File: src/rtl/noc_vc_arb_fifo.sv
// rtl/noc_vc_arb_fifo.sv - per-VC flit FIFOs feeding a round-robin, packet-locking output arbiter
module noc_vc_arb_fifo #(
  parameter int CHANNELS    = 2,
  parameter int DEPTH       = 8,
  parameter int THRESHOLD   = DEPTH - 2,
  parameter int FLIT_WIDTH  = 64,
  parameter int PACKET_LOCK = 1
) (
  input  logic                  noc_clk,
  input  logic                  noc_rst_n,
  input  logic                  i_clear,
  input  logic [CHANNELS-1:0]   i_valid,
  input  logic [FLIT_WIDTH-1:0] i_flit,
  input  logic                  i_tail,
  output logic [CHANNELS-1:0]   o_ready,
  output logic [CHANNELS-1:0]   o_vc_ready,
  output logic                  o_valid,
  output logic [CHANNELS-1:0]   o_vc,
  output logic [FLIT_WIDTH-1:0] o_flit,
  output logic                  o_tail,
  input  logic                  i_ready,
  output logic                  o_protocol_err
);
  localparam int PW = $clog2(DEPTH);
  localparam int CW = $clog2(DEPTH + 1);
  localparam int VW = $clog2(CHANNELS);
  localparam logic [CHANNELS-1:0] VC_ONE = CHANNELS'(1);

  logic [FLIT_WIDTH:0] mem_q [CHANNELS][DEPTH];
  logic [PW-1:0] wr_ptr_q [CHANNELS];
  logic [PW-1:0] wr_ptr_d [CHANNELS];
  logic [PW-1:0] rd_ptr_q [CHANNELS];
  logic [PW-1:0] rd_ptr_d [CHANNELS];
  logic [CW-1:0] count_q  [CHANNELS];
  logic [CW-1:0] count_d  [CHANNELS];
  logic [VW-1:0] prio_q, prio_d, lock_vc_q, lock_vc_d, hold_vc_q, hold_vc_d;
  logic          lock_q, lock_d, hold_q, hold_d, err_q, err_d;

  logic                multi_hot, rr_found, xfer;
  logic [CHANNELS-1:0] push, pop, nonempty;
  logic [VW-1:0]       rr_vc, sel_vc, next_vc;

  always_comb begin
    int idx;
    idx = 0;
    multi_hot = |(i_valid & (i_valid - VC_ONE));
    for (int c = 0; c < CHANNELS; c++) begin
      nonempty[c]   = (count_q[c] != '0);
      o_ready[c]    = (count_q[c] != CW'(DEPTH));
      o_vc_ready[c] = (count_q[c] < CW'(THRESHOLD));
    end
    rr_found = 1'b0;
    rr_vc    = '0;
    for (int k = 0; k < CHANNELS; k++) begin
      idx = int'(prio_q) + k;
      if (idx >= CHANNELS) idx = idx - CHANNELS;
      if (!rr_found && nonempty[idx]) begin
        rr_found = 1'b1;
        rr_vc    = VW'(idx);
      end
    end
    // A stalled offer is frozen; otherwise a held packet lock beats round-robin.
    if (hold_q)      sel_vc = hold_vc_q;
    else if (lock_q) sel_vc = lock_vc_q;
    else             sel_vc = rr_vc;
    o_valid          = nonempty[sel_vc];
    o_vc             = o_valid ? (VC_ONE << sel_vc) : '0;
    {o_tail, o_flit} = mem_q[sel_vc][rd_ptr_q[sel_vc]];
    xfer             = o_valid & i_ready;
    next_vc          = (sel_vc == VW'(CHANNELS - 1)) ? '0 : sel_vc + VW'(1);
  end

  always_comb begin
    prio_d    = prio_q;
    lock_d    = lock_q;
    lock_vc_d = lock_vc_q;
    hold_d    = o_valid & ~i_ready;
    hold_vc_d = sel_vc;
    err_d     = err_q | multi_hot;
    for (int c = 0; c < CHANNELS; c++) begin
      push[c]     = i_valid[c] & o_ready[c] & ~multi_hot & ~i_clear;
      pop[c]      = xfer & (sel_vc == VW'(c)) & ~i_clear;
      wr_ptr_d[c] = wr_ptr_q[c] + PW'(push[c]);
      rd_ptr_d[c] = rd_ptr_q[c] + PW'(pop[c]);
      count_d[c]  = count_q[c] + CW'(push[c]) - CW'(pop[c]);
    end
    if (xfer) begin
      if (PACKET_LOCK != 0) begin
        lock_d    = ~o_tail;
        lock_vc_d = sel_vc;
        if (o_tail) prio_d = next_vc;
      end else begin
        prio_d = next_vc;
      end
    end
    if (i_clear) begin
      prio_d    = '0;
      lock_d    = 1'b0;
      lock_vc_d = '0;
      hold_d    = 1'b0;
      err_d     = 1'b0;
      for (int c = 0; c < CHANNELS; c++) begin
        wr_ptr_d[c] = '0;
        rd_ptr_d[c] = '0;
        count_d[c]  = '0;
      end
    end
  end

  always_ff @(posedge noc_clk or negedge noc_rst_n) begin
    if (!noc_rst_n) begin
      for (int c = 0; c < CHANNELS; c++) begin
        wr_ptr_q[c] <= '0;
        rd_ptr_q[c] <= '0;
        count_q[c]  <= '0;
      end
      prio_q    <= '0;
      lock_q    <= 1'b0;
      lock_vc_q <= '0;
      hold_q    <= 1'b0;
      hold_vc_q <= '0;
      err_q     <= 1'b0;
    end else begin
      wr_ptr_q  <= wr_ptr_d;
      rd_ptr_q  <= rd_ptr_d;
      count_q   <= count_d;
      prio_q    <= prio_d;
      lock_q    <= lock_d;
      lock_vc_q <= lock_vc_d;
      hold_q    <= hold_d;
      hold_vc_q <= hold_vc_d;
      err_q     <= err_d;
    end
  end

  always_ff @(posedge noc_clk) begin
    for (int c = 0; c < CHANNELS; c++) begin
      if (push[c]) mem_q[c][wr_ptr_q[c]] <= {i_tail, i_flit};
    end
  end

  assign o_protocol_err = err_q;

endmodule

File: config.mk
export PLATFORM = sky130hd
export DESIGN_NAME = noc_vc_arb_fifo
export DESIGN_NICKNAME = d
export VERILOG_FILES = /design/src/rtl/noc_vc_arb_fifo.sv
export SDC_FILE = /design/constraint.sdc
export NUM_CORES = 1
export LEC_CHECK = 0
export CORE_MARGIN = 2
export CORE_UTILIZATION = 40
export DETAILED_ROUTE_END_ITERATION = 10
export PLACE_DENSITY = 0.55
export RECOVER_POWER = 100
export SLEW_MARGIN = 40
export SYNTH_ARGS = -nofsm -noshare
export SYNTH_HDL_FRONTEND = slang
export SYNTH_SLANG_ARGS = --single-unit
File: constraint.sdc
create_clock -name noc_clk -period 18.1 [get_ports noc_clk]
set_input_delay 3.62 -clock noc_clk [delete_from_list [all_inputs] [get_ports noc_clk]]
set_output_delay 3.62 -clock noc_clk [all_outputs]
set_load 0.01 [all_outputs]
# ---- Word-level counts from Yosys, hierarchy flattened
# Memory sizes are Yosys's and may differ from the RTL's.
# Index checks and enable logic that the tools add are counted.
dict set report op_classes {
  addsub 13
  n_lt_le_gt_ge 13
  n_eq_ne 2
  shift 1
  muxes 46
  bitwise 23
  reduce_logical 11
}
# op n
set ops {}
lappend ops {{$mux W520} 4}
lappend ops {{$reduce_or A520 Y1} 1}
lappend ops {{$demux W65 S3} 2}
lappend ops {{$mux W65} 4}
lappend ops {{$bmux W65 S3} 1}
lappend ops {{$lt A32 B3 Y1 const B} 2}
lappend ops {{$mux W32} 2}
lappend ops {{$mux W1} 26}
lappend ops {{$add A3 B1 Y3} 4}
lappend ops {{$and A1 B1 Y1} 12}
lappend ops {{$ge A4 B4 Y1 const B} 3}
lappend ops {{$mux W6} 2}
lappend ops {{$not A3 Y4} 3}
lappend ops {{$mux W3} 3}
lappend ops {{$add A4 B1 Y4} 2}
lappend ops {{$lt A4 B1 Y1 const B} 2}
lappend ops {{$lt A4 B3 Y1 const B} 2}
lappend ops {{$mux W8} 1}
lappend ops {{$ne A4 B4 Y1 const B} 2}
lappend ops {{$reduce_bool A4 Y1} 2}
lappend ops {{$sub A4 B1 Y4} 2}
lappend ops {{$not A1 Y1} 5}
lappend ops {{$ge A2 B2 Y1 const B} 2}
lappend ops {{$reduce_bool A2 Y1} 2}
lappend ops {{16 further kinds} 18}
dict set report totals {
  reg_bits 26
  ram_bits 1040
  input_bits 71
  word_cells 122
  mem_count 1
}
# name words width read_ports rd_ports_with_merged_regs wr line_no
set memory_table {}
lappend memory_table {mem_q 2 520 1 0 1 29} ;# logic [FLIT_WIDTH:0] mem_q [CHANNELS][DEPTH];

# ---- Depth between registers and ports, before layout
dict set report depth {
  word_depth 22
  depth_mapped 18
}

# ---- Least setup slack after synthesis
# No wires, ideal clock.
dict set report synth_path {
  kind {input-to-reg}
  startpoint {input i_clear}
  endpoint {memory mem_q[1][455] (netlist name) (enable)}
  arrival_ns 8.616
  path_slack_ns 8.916
  cell_stages 6
  path_buffers 1
  path_cell_list {clkbuf_1 -> nor2_1 -> nand3_1 -> inv_1 -> nand2b_1 -> nor3_1}
}
dict set report synth_between {
  elab_chain_len 6
}
# item line_no
set synth_rtl {}
lappend synth_rtl {{start: declaration} 11} ;# input logic i_clear,
lappend synth_rtl {{$not A1 Y1 (*)} 81} ;# push[c] = i_valid[c] & o_ready[c] & ~multi_hot & ~i_clear;
lappend synth_rtl {{$and A1 B1 Y1} 81}
lappend synth_rtl {{$mux W1} 138} ;# if (push[c]) mem_q[c][wr_ptr_q[c]] <= {i_tail, i_flit};
lappend synth_rtl {{$mux W520 (not written as such)} 138}
lappend synth_rtl {{$reduce_or A520 Y1 (no source line)} --}
lappend synth_rtl {{$mux W1 (no source line) or $mux W520 (tied branches)} --}
lappend synth_rtl {{end: declaration} 29}
# Every way passes the cells marked *; elsewhere a longest branch is shown, timed or not.

# ---- Final worst setup path
dict set report layout_path {
  startpoint {register count_q[6] (netlist name)}
  endpoint {output o_flit[59]}
}
dict set report layout_between {
  elab_chain_len 18
}
# item line_no
set layout_rtl {}
lappend layout_rtl {{start: declaration} 34} ;# logic [CW-1:0] count_q [CHANNELS];
lappend layout_rtl {{start signal: assignment} 126} ;# count_q <= count_d;
lappend layout_rtl {{$reduce_bool A4 Y1 (*)} 48} ;# nonempty[c] = (count_q[c] != '0);
lappend layout_rtl {{$mux W1 (not written as such) (3 in series)} 57} ;# if (!rr_found && nonempty[idx]) begin
lappend layout_rtl {{$mux W1} 57}
lappend layout_rtl {{$logic_not A1 Y1} 57}
lappend layout_rtl {{$logic_and A1 B1 Y1} 57}
lappend layout_rtl {{$mux W1 (*)} 57}
lappend layout_rtl {{$mux W1 (*)} 64} ;# else if (lock_q) sel_vc = lock_vc_q;
lappend layout_rtl {{$mux W1 (*)} 63} ;# if (hold_q) sel_vc = hold_vc_q;
lappend layout_rtl {{$not A1 Y2 (not written as such)} 68} ;# {o_tail, o_flit} = mem_q[sel_vc][rd_ptr_q[sel_vc]];
lappend layout_rtl {{$mux W3 (not written as such) (3 in series)} 68}
lappend layout_rtl {{$not A3 Y4 (not written as such)} 68}
lappend layout_rtl {{$bmux W65 S3 (*)} 68}
lappend layout_rtl {{$mux W65 (not written as such) (*) (2 in series)} 68}
lappend layout_rtl {{end: declaration} 19} ;# output logic [FLIT_WIDTH-1:0] o_flit,
# Every way passes the cells marked *; elsewhere a longest branch is shown, timed or not. The select of a mux whose other input is x is not followed.

==> summary.txt <==
Worst setup path
  • Worst Setup End Kind: primary output
  • CP delay by family, top: buffers and inverters
  • CP arrival: 8860 ps
  • CP max FO: 182
  • Worst Path Buf+Inv: 4
  • Slowest stage delay, CP: 3030 ps
  • Slowest cell on crit path: clkbuf_1
  • WP data required: 14480 ps
  • Worst-path cell chain: inv_1 -> ha_1 -> nor3b_1 -> o211ai_2 -> and3_1 -> clkinv_16 -> clkbuf_1 -> mux2i_1 -> a32oi_1 -> o221ai_1 -> dlygate4sd3_1
  • Critical path launch point type: register
  • Kind of critical path: register to primary output

Global routing
  • Antenna violations before repair: 19
  • GRT overflow: 0
  • Vias in the first global route: 22.4k
  • Largest net degree at the start of global routing: 183
  • Total track usage: 18.9%
  • First-pass GRT wire length: 150000 um

Place
  • IO Port Bufs: between 100 and 150
  • Placed Area: 0.0456 mm2
  • Post-DP HPWL: between 50000 and 60000 um
  • Gpl congestion: 0.719
  • Dpl cells: ~3.8k

Cells and area
  • Area Growth Syn to Fin: 14.9%
  • Share of post-route cells with drive strength above 1: 13.1%
  • Fin area: 0.0486 mm2
  • Nets@finish: 2640
  • Final Non-Filler Cells: 4024
  • Fill count: approximately 9.1k

STA
  • Clock skew: approximately 22 ps
  • Max Slew Vio Count: 1277
  • Worst rel slew slack: -225%
  • RSZ-0062 raised after global routing: false
  • Slew @ Worst Pin: 4880 ps
  • Max Clock Freq: 80.1 MHz
  • Period utilization: 69.0%
  • Setup TNS: 0 ps
  • Final setup vio count: 0
  • Min Clock Period, post-route: ~12000 ps
  • Final hold vios: 0

Power and ir drop
  • PwrDens: 128 mW/mm2
  • VDD IR max: ~0.000094 V
  • Switch Pwr: 1.71 mW
  • Int Pwr: 4.50 mW
  • Sequential Power Share: 44.7%
  • Power share of the combinational group: 21.4%
  • Leak: roughly 15 nW
  • Clk pwr share: 33.9%
  • Switching share of power: between 20 and 30%

Floorplan
  • Cell Rows: 119
  • Die Span X: 329 um
  • Starting Density: 40.2%
  • Core area: ~0.11 mm2
  • Die Height: 329 um
  • Io pins: between 100 and 150
  • Die area: 0.108 mm2

Drt
  • Met3 Wirelength: 4850 um
  • Routed Antenna Nets: 0
  • DRT iter0 DRCs: 1481
  • Post-DR wirelength/cell: between 20 and 30 um
  • Routed WL: 103000 um
  • Vias per cell: about 5.4
  • DRC errors left: 0
  • Routed length on met2: 50400 um
  • Vias: around 22k
  • Initial DRT Pass Iterations: 5
  • Top layer in use: met5
  • WL met1: 44900 um

Logic synthesis
  • YS warnings: 0
  • Post-synth top area share: 73.9%
  • Post-synthesis register bit count: 1066
  • Top post-synthesis cells by area: edfxtp_1 (74%), mux2i_1 (9.3%), mux2_2 (2.9%), mux4_2 (2.3%), dfrtp_1 (1.5%)
  • Avg Inst Size Synth: 17.9 um2
  • Post-synth top area cell: edfxtp_1
  • Seq/Total Area, Yosys: 75.4%
  • Post-synth EDFFs: 1040
  • Unique masters post-synth: 46
  • Syn Std Cell Area: 0.0423 mm2
  • Ys flop type: edfxtp_1
  • Mapped Cells: 2366
  • Async SR Flop Fraction: 2.44%
  • Synthesized Nets: 2461

CTS
  • CTS tree: done
  • Root Driver: clkbuf_16
  • Clock tree sinks: 1066
  • CTS max path bufs: 3
  • H-tree depth: 3
  • # Post-CTS Setup Buffers: 0
  • CTS Buf Count: 110
  • Hold-fix buffers, CTS: 0
  • Clk slew on worst S/H paths: 60 ps
  • Clk_lat worst skew: 680 ps
  • PostCTS Resize Cnt: 0

Min path
  • Hold WC Path Type: register to register

Outcome
  • Failing checks: max-capacitance violations, max-slew violations
  • Status: finished, violations left

Job
  • Max-cap viol count: 35
path summary, 6_finish.rpt:
kind | start | end | slack (ps) | cells after the start
setup / recovery | count_q[6] | o_flit[59] | 5620 | 11
hold / removal | o_protocol_err | o_protocol_err | 500 | 2
setup reg to reg | count_q[2] | count_q[2] | 10820 | 13
hold reg to reg | o_protocol_err | o_protocol_err | 500 | 2
max in group asynchronous | noc_rst_n | rd_ptr_q[0] | 13190 | 2
min in group asynchronous | noc_rst_n | o_protocol_err | 3830 | 2
worst register-to-register path, delay by kind of cell, from the launching register on:
family / cells / cell delay (ps)
and+or+nand+nor: 4 / 2860
xor gates and xnor gates: 1 / 180
adders and majority gates: 4 / 1250
DFF: 1 / 380
buffers and inverters: 3 / 2310
AOI/OAI and AO/OA: 1 / 130
metal layers:
layer,GRT usage (%),vias up
met3,2.89,152
met5,0,-
met1,25.6,11340
met4,5.08,10
met2,31.9,525
li1,-,9690
registers in the layout, summed over array words and instances (netlist names):
signal          count
mem_q            1040
count_q             8
rd_ptr_q            6
wr_ptr_q            6
hold_q              1
hold_vc_q           1
lock_q              1
lock_vc_q           1
o_protocol_err      1
prio_q              1
Yosys cell counts, drive strengths merged (3+ instances only):
cell / count
a21o: 3
a21oi: 95
edfxtp: 1040
a221oi: 20
nor2: 125
clkbuf: 54
o221ai: 44
nand2: 137
ha: 22
inv: 15
mux2i: 391
o21ai: 22
buf: 78
nand3: 44
nor2b: 13
dfrtp: 26
xnor2: 8
nand2b: 6
nor3: 5
mux4: 44
mux2: 108
a32oi: 44
layout by cell type (no fill, tap or decap), types with 8 or more instances in the layout:
cell / Yosys / routed
a21oi_1: 95 / 95
a221oi_2: 20 / 20
a32oi_1: 44 / 44
buf_4: 9 / 11
clkbuf_1: 54 / 63
clkbuf_16: 0 / 112
clkdlybuf4s50_1: 0 / 8
clkinv_1: 0 / 33
clkinv_2: 0 / 16
dfrtp_1: 26 / 24
dlygate4sd3_1: 0 / 135
edfxtp_1: 1040 / 1040
ha_1: 22 / 22
inv_1: 14 / 14
mux2_2: 108 / 108
mux2i_1: 391 / 391
mux4_2: 44 / 44
nand2_1: 137 / 135
nand3_1: 44 / 44
nor2_1: 123 / 117
nor2b_1: 13 / 13
o21ai_1: 20 / 20
o221ai_1: 44 / 44
xnor2_1: 8 / 8
through the flow:
step | hold WS (ps) | power, mW | utilization, % | worst slack [ps]
detailed placement | 502 | 4.20 | 43.3 | 9850
CTS | 517 | 6.30 | 46.5 | 9110
global placement | 488 | 4.19 | 43.2 | 9440
global route | 589 | 6.48 | 46.2 | 4860
finish | 499 | 6.21 | 46.2 | 5620
floorplan | 526 | 3.68 | - | 8920
cells by family after synthesis:
group | count (synthesis) | share of synthesized area, %
simple gates | 338 | 3.36
mux | 543 | 14.5
fa+ha+maj | 24 | 0.746
compound gates | 240 | 4.24
xor+xnor | 8 | 0.166
buf+inv | 147 | 1.60
flops | 1066 | 75.4
power by group through the flow:
stage / logic [mW] / registers (mW) / clock network [mW]
final: 1.33 / 2.77 / 2.10
after global routing: 1.46 / 2.78 / 2.25
after CTS: 1.38 / 2.78 / 2.15
after detailed placement: 1.38 / 2.83 / 0
after global placement: 1.36 / 2.83 / 0
after floorplan: 0.864 / 2.81 / 0
layout make-up:
type	count	area [um2]	area share, %
clock inverter	57	403	0.830
antenna	5	12.5	0.0258
multi-input combinational	1153	9760	20.1
inverter	15	82.6	0.170
clock buffer	138	2900	5.97
tap	1391	1740	3.58
timing repair buffer	199	1780	3.66
sequential	1066	31900	65.7
No activity file was read; power rests on OpenSTA's default activity.
